--- src/rtl/bram_delay_ctrl_pkg.sv ---
// Shared types for the BRAM delay-line controller.
package bram_delay_ctrl_pkg;

    localparam int DEF_WIDTH = 8;
    localparam int DEF_DEPTH = 2048;

    typedef enum logic {
        ST_CLEAR = 1'b0,
        ST_RUN   = 1'b1
    } state_e;

endpackage

--- src/rtl/bram_delay_ctrl_if.sv ---
// Sample stream plus single-port BRAM bus around the delay controller.
interface bram_delay_ctrl_if
    import bram_delay_ctrl_pkg::*;
#(
    parameter int WIDTH = DEF_WIDTH,
    parameter int DEPTH = DEF_DEPTH
);
    localparam int AW = $clog2(DEPTH);

    logic [AW:0]      delay_len;
    logic             in_valid;
    logic [WIDTH-1:0] in_data;
    logic             in_ready;
    logic             out_valid;
    logic [WIDTH-1:0] out_data;
    logic             out_ready;
    logic             busy;
    logic             bram_en;
    logic             bram_we;
    logic [AW-1:0]    bram_addr;
    logic [WIDTH-1:0] bram_din;
    logic [WIDTH-1:0] bram_dout;

    modport master (
        output delay_len, in_valid, in_data, out_ready, bram_dout,
        input  in_ready, out_valid, out_data, busy,
        input  bram_en, bram_we, bram_addr, bram_din
    );

    modport slave (
        input  delay_len, in_valid, in_data, out_ready, bram_dout,
        output in_ready, out_valid, out_data, busy,
        output bram_en, bram_we, bram_addr, bram_din
    );

endinterface

--- src/rtl/bram_delay_ctrl.sv ---
// Ring-buffer delay line over a read-first BRAM; clears RAM after reset.
module bram_delay_ctrl
    import bram_delay_ctrl_pkg::*;
#(
    parameter int WIDTH = DEF_WIDTH,
    parameter int DEPTH = DEF_DEPTH,
    localparam int AW = $clog2(DEPTH)
) (
    input  logic clk,
    input  logic rst,
    bram_delay_ctrl_if.slave bus
);

    localparam logic [AW:0]   LEN_ONE = (AW+1)'(1);
    localparam logic [AW:0]   LEN_MAX = (AW+1)'(DEPTH);
    localparam logic [AW-1:0] PTR_END = AW'(DEPTH - 1);

    function automatic logic [AW:0] clamp_len(input logic [AW:0] d);
        if (d == '0) return LEN_ONE;
        if (d > LEN_MAX) return LEN_MAX;
        return d;
    endfunction

    state_e        state_q;
    logic [AW-1:0] clr_ptr_q;
    logic [AW-1:0] wr_ptr_q;
    logic [AW:0]   len_q;
    logic          out_valid_q;

    logic          in_ready;
    logic          accept;
    logic          wrap;
    logic          clearing;

    assign clearing = !rst && (state_q == ST_CLEAR);
    assign in_ready = !rst && (state_q == ST_RUN) && (!out_valid_q || bus.out_ready);
    assign accept   = in_ready && bus.in_valid;
    // Compare in AW+1 bits so len_q == DEPTH does not alias to zero.
    assign wrap     = ({1'b0, wr_ptr_q} == (len_q - LEN_ONE));

    assign bus.in_ready  = in_ready;
    assign bus.out_valid = out_valid_q;
    assign bus.out_data  = bus.bram_dout;
    assign bus.busy      = rst || (state_q == ST_CLEAR);
    assign bus.bram_en   = clearing || accept;
    assign bus.bram_we   = clearing || accept;
    assign bus.bram_addr = clearing ? clr_ptr_q : (accept ? wr_ptr_q : '0);
    assign bus.bram_din  = accept ? bus.in_data : '0;

    always_ff @(posedge clk) begin
        if (rst) begin
            state_q     <= ST_CLEAR;
            clr_ptr_q   <= '0;
            wr_ptr_q    <= '0;
            out_valid_q <= 1'b0;
            len_q       <= clamp_len(bus.delay_len);
        end else begin
            unique case (state_q)
                ST_CLEAR: begin
                    clr_ptr_q <= clr_ptr_q + 1'b1;
                    if (clr_ptr_q == PTR_END) state_q <= ST_RUN;
                end
                ST_RUN: begin
                    if (accept) begin
                        out_valid_q <= 1'b1;
                        if (wrap) begin
                            wr_ptr_q <= '0;
                            len_q    <= clamp_len(bus.delay_len);
                        end else begin
                            wr_ptr_q <= wr_ptr_q + 1'b1;
                        end
                    end else if (bus.out_ready) begin
                        out_valid_q <= 1'b0;
                    end
                end
                default: state_q <= ST_CLEAR;
            endcase
        end
    end

endmodule

--- src/flat_wrapper.sv ---
// flat-port wrapper written by rule: the top's interface ports become plain ports
module bram_delay_ctrl_flat import bram_delay_ctrl_pkg::*;
#(
    parameter int WIDTH = DEF_WIDTH,
    parameter int DEPTH = DEF_DEPTH,
    localparam int AW = $clog2(DEPTH)
)
  (clk, rst, bus_delay_len, bus_in_valid, bus_in_data, bus_out_ready, bus_bram_dout, bus_in_ready, bus_out_valid, bus_out_data, bus_busy, bus_bram_en, bus_bram_we, bus_bram_addr, bus_bram_din);
  bram_delay_ctrl_if #(.WIDTH(WIDTH), .DEPTH(DEPTH)) bus_i ();
  input  logic clk;
  input  logic rst;
  input wire logic [$bits(bus_i.delay_len)-1:0] bus_delay_len;
  input wire logic [$bits(bus_i.in_valid)-1:0] bus_in_valid;
  input wire logic [$bits(bus_i.in_data)-1:0] bus_in_data;
  input wire logic [$bits(bus_i.out_ready)-1:0] bus_out_ready;
  input wire logic [$bits(bus_i.bram_dout)-1:0] bus_bram_dout;
  output wire logic [$bits(bus_i.in_ready)-1:0] bus_in_ready;
  output wire logic [$bits(bus_i.out_valid)-1:0] bus_out_valid;
  output wire logic [$bits(bus_i.out_data)-1:0] bus_out_data;
  output wire logic [$bits(bus_i.busy)-1:0] bus_busy;
  output wire logic [$bits(bus_i.bram_en)-1:0] bus_bram_en;
  output wire logic [$bits(bus_i.bram_we)-1:0] bus_bram_we;
  output wire logic [$bits(bus_i.bram_addr)-1:0] bus_bram_addr;
  output wire logic [$bits(bus_i.bram_din)-1:0] bus_bram_din;
  assign bus_i.delay_len = bus_delay_len;
  assign bus_i.in_valid = bus_in_valid;
  assign bus_i.in_data = bus_in_data;
  assign bus_i.out_ready = bus_out_ready;
  assign bus_i.bram_dout = bus_bram_dout;
  assign bus_in_ready = bus_i.in_ready;
  assign bus_out_valid = bus_i.out_valid;
  assign bus_out_data = bus_i.out_data;
  assign bus_busy = bus_i.busy;
  assign bus_bram_en = bus_i.bram_en;
  assign bus_bram_we = bus_i.bram_we;
  assign bus_bram_addr = bus_i.bram_addr;
  assign bus_bram_din = bus_i.bram_din;
  bram_delay_ctrl #(.WIDTH(WIDTH), .DEPTH(DEPTH)) u_core (.clk(clk), .rst(rst), .bus(bus_i));
endmodule
--- config.mk ---
export PLATFORM = sky130hd
export DESIGN_NAME = bram_delay_ctrl_flat
export DESIGN_NICKNAME = d
export VERILOG_FILES = /design/src/rtl/bram_delay_ctrl_pkg.sv /design/src/rtl/bram_delay_ctrl_if.sv /design/src/rtl/bram_delay_ctrl.sv /design/src/flat_wrapper.sv
export SDC_FILE = /design/constraint.sdc
export NUM_CORES = 1
export LEC_CHECK = 0
export BUFFER_PORTS_ARGS = -buffer_cell sky130_fd_sc_hd__buf_2
export CAP_MARGIN = 30
export CORE_UTILIZATION = 46
export DETAILED_ROUTE_END_ITERATION = 10
export PLACE_DENSITY_LB_ADDON = 0.1
export SLEW_MARGIN = 5
export SYNTH_ARGS = -nofsm -noshare
export SYNTH_HDL_FRONTEND = slang
export SYNTH_SLANG_ARGS = --single-unit
--- constraint.sdc ---
create_clock -name clk -period 2.2 [get_ports clk]
set_input_delay 0.33 -clock clk [delete_from_list [all_inputs] [get_ports clk]]
set_output_delay 0.33 -clock clk [all_outputs]
set_load 0.005 [all_outputs]
==> impl_results.md <==
* Run status: finished, final reports clean
* GRT Total Usage at 0.190
* Post-DP HPWL at 3.51 mm
* I/O pin cnt at between 60 and 70
* First DRT Iteration DRCs at 101
* Placed insts at 333
* Share of layout cells above drive strength 1 at 0.283
* Global-route wire length before repair at 7.38 mm
* Placed Area at between 2000 and 2500 um^2
* Post-route cell area at about 2600 um^2
* Area of the multi-input gates at roughly 1200 um^2
* Non-Filler Instances at ~340
* Final #Nets at between 300 and 400
* Fill count at roughly 400
* Post-synth EDFFs at 12
* Clock Skews at 6.62 ps
* MaxCap Viol Count at 0
* Post-Synthesis Cells at 239
* Clock root cell: clkbuf_8
* # diodes at 0
* TritonCTS clock tree: done
* Setup violators final at 0
* CP endpoint kind: flip-flop
* FF+latch count, synth at 36
* Initial antenna violation count at 0
* FF-to-FF Start: u_core.len_q[3]$_SDFFCE_PP0P_
* Most used DFF post-synth: dfxtp_1
* GPL Wtd Cong at approximately 0.90
* Layout overhead on the synthesized area at 20.9%
* Slew Limit Headroom at 0.521
* Worst-margin pin slew at just over 700 ps
* Worst skew pair latency at 290 ps
* Largest net degree at the start of global routing at 20
* Leak pwr at between 1 and 1.5 nW
* Cts-stage hold buffer count at 0
* Pwr dens at 526 nW/um^2
* H-tree levels at 2
* Vias per cell at 5.44
* Crit path from: u_core.len_q[3]$_SDFFCE_PP0P_
* Async SR Flop Fraction at 0
* Row cnt at 24
* Die Wd at about 70 um
* TritonCTS Buffers at 5
* Final Max Tran Viols at 0
* Crit-path slowest cell: edfxtp_1
* Count of cell types in the netlist at between 40 and 50
* Clk sinks at 36
* Maximum vdd drop at 0.358 mV
* CTS clk-pin slew, worst paths at ~70 ps
* Hold Slack at approximately 350 ps
* HP Class: in2reg
* Vias in the first global route at between 1,500 and 2,000
* Hold Path Origin: bus_delay_len[7]
* Final min period at around 2200 ps
* Clock buffer depth at 2
* Synth warnings at 0
* Synth Net Count at ~270
* Gr ovfl total at 0
* Mean area per synthesized cell at 8.95 um^2
* Starting density of the core at 0.485
* Worst setup margin at ~29 ps
* Core Area at about 4400 um^2
* Storage cell area at 841 um^2
* Worst EP required at 2210 ps
* Fmax at between 400 and 500 MHz
* Reg-to-reg slack, setup at roughly 30 ps
* Die area at a little under 5000 um^2
* Routed length per instance at 13.2 um
* Overall power at 1.36 mW
* Worst path max stage delay at around 440 ps
* Die Span Y at between 70 and 80 um
* Final Hold Fails at 0
* Critical Path Source Type: flip-flop
* Detailed Route WL at between 4 and 5 mm
* Residual DRC at 0
* RSZ-0062 raised after global routing: yes
* Crit-path cells: nor3_4 -> a31oi_1 -> a311o_1 -> nor4_2 -> nand4_2 -> o21bai_4 -> buf_12
* Post-Syn Area at approximately 2100 um^2
* WS Path Type: reg2reg
* Detail Route Antenna Nets at 0
* Period utilization at 0.987
* Place WS at about 5.3 ps
* Worst EP arrival at approximately 2200 ps
* Register area share after synthesis at 0.393
* Drt pass-1 iters at 4
* Number of port buffers at 47
* Via count at between 1,500 and 2,000
* CP max FO at 14
-- layout by cell type (no fill, tap or decap), types with 5 or more instances in the layout --
| cell type | Yosys | final |
|---|---|---|
| a21oi_1 | 6 | 6 |
| a22o_1 | 11 | 11 |
| and3_1 | 12 | 12 |
| buf_2 | 0 | 47 |
| buf_4 | 9 | 16 |
| clkbuf_8 | 0 | 5 |
| dfxtp_1 | 24 | 24 |
| edfxtp_1 | 12 | 12 |
| nand2_1 | 18 | 18 |
| nand3_1 | 5 | 5 |
| nor2_1 | 30 | 30 |
| nor2b_1 | 12 | 12 |
| o21ai_0 | 5 | 5 |
| xnor2_1 | 13 | 12 |
| xor2_1 | 18 | 18 |
-- critical path, delay by kind of cell, from the launching register on --
kind	cells	cell delay, ps
compound gates	3	660
simple gates	3	630
flops	1	440
buf+inv	1	160
-- Yosys cell counts, types with 2 or more instances --
library cell	instances	area share
xnor2_1	13	0.053
edfxtp_1	12	0.17
and2_1	2	0.0058
xor2_1	18	0.074
nor3b_1	4	0.014
nand4_1	3	0.0088
o21ai_0	5	0.012
buf_4	9	0.032
dfxtp_1	24	0.22
a22o_1	11	0.045
inv_1	4	0.0070
nor2b_1	12	0.035
a21oi_1	6	0.014
nand2b_1	2	0.0058
nor2_1	30	0.053
or3_1	2	0.0058
ha_1	3	0.018
clkbuf_1	12	0.021
a211oi_1	2	0.0070
nand3_1	5	0.012
nor3_1	3	0.0070
a31oi_1	3	0.0088
and3_1	12	0.035
nand2_1	18	0.032
nor4_1	3	0.0088
-- per-stage QoR --
step	util	TNS, ps
floorplan	-	-163
global placement	0.564	0
detailed placement	0.564	0
CTS	0.584	0
global route	0.586	-1200
finish	0.586	0
-- layout make-up --
| class | instances | area share |
|---|---|---|
| multi-input cells | 177 | 0.461 |
| clock inverters | 3 | 0.00725 |
| well taps | 52 | 0.0251 |
| inverters | 4 | 0.00580 |
| clock buffers | 5 | 0.0266 |
| flip-flops and latches | 36 | 0.325 |
| repair buffers | 65 | 0.149 |
-- state kept, by name, indices dropped and copies added (netlist names) --
register	count
u_core.state_q	1
u_core.clr_ptr_q	11
u_core.bus.out_valid	1
u_core.wr_ptr_q	11
u_core.len_q	12
-- path summary, 6_finish.rpt --
check / depth (start not counted) / to
worst max register to register: 7 / u_core.len_q[0]$_SDFFCE_PP1P_
worst min register to register: 2 / u_core.clr_ptr_q[6]$_SDFFE_PP0N_
worst min-delay path: 2 / u_core.len_q[7]$_SDFFCE_PP0P_
worst max-delay path: 7 / u_core.len_q[0]$_SDFFCE_PP1P_
-- report_power, final --
part | leakage (nW) | internal (mW) | total, mW | switching (mW)
Sequential | 0.310 | 0.712 | 0.738 | 0.0261
Combinational | 0.775 | 0.0870 | 0.164 | 0.0769
Clock | 0.0378 | 0.218 | 0.460 | 0.242
Total | 1.12 | 1.02 | 1.36 | 0.345
-- logic make-up (layout without fill, tap and decap cells) --
logic type      Yosys count  count (layout)  synth area share
flops                    36              36             0.393
mux                       1               1           0.00468
simple gates            107             107             0.273
buf+inv                  26              77            0.0614
fa+ha+maj                 3               3            0.0175
xor+xnor                 31              31             0.127
compound gates           35              35             0.124
-- layer usage --
layer	wire length (um)	up-vias	global-route usage
met1	2270	864	0.265
met4	68	0	0.0756
li1	-	933	-
met5	0	-	0
met2	1970	57	0.295
met3	209	7	0.0289
-- repair_timing --
| item | in CTS | in global routing |
|---|---|---|
| endpoints found under the setup margin | 4 | 20 |
| pin swaps | 1 | 2 |
| buffers inserted | 0 | 1 |
| gates resized for setup | 1 | 0 |
| cloned | 0 | 0 |
(Power assumes the default switching activity.)
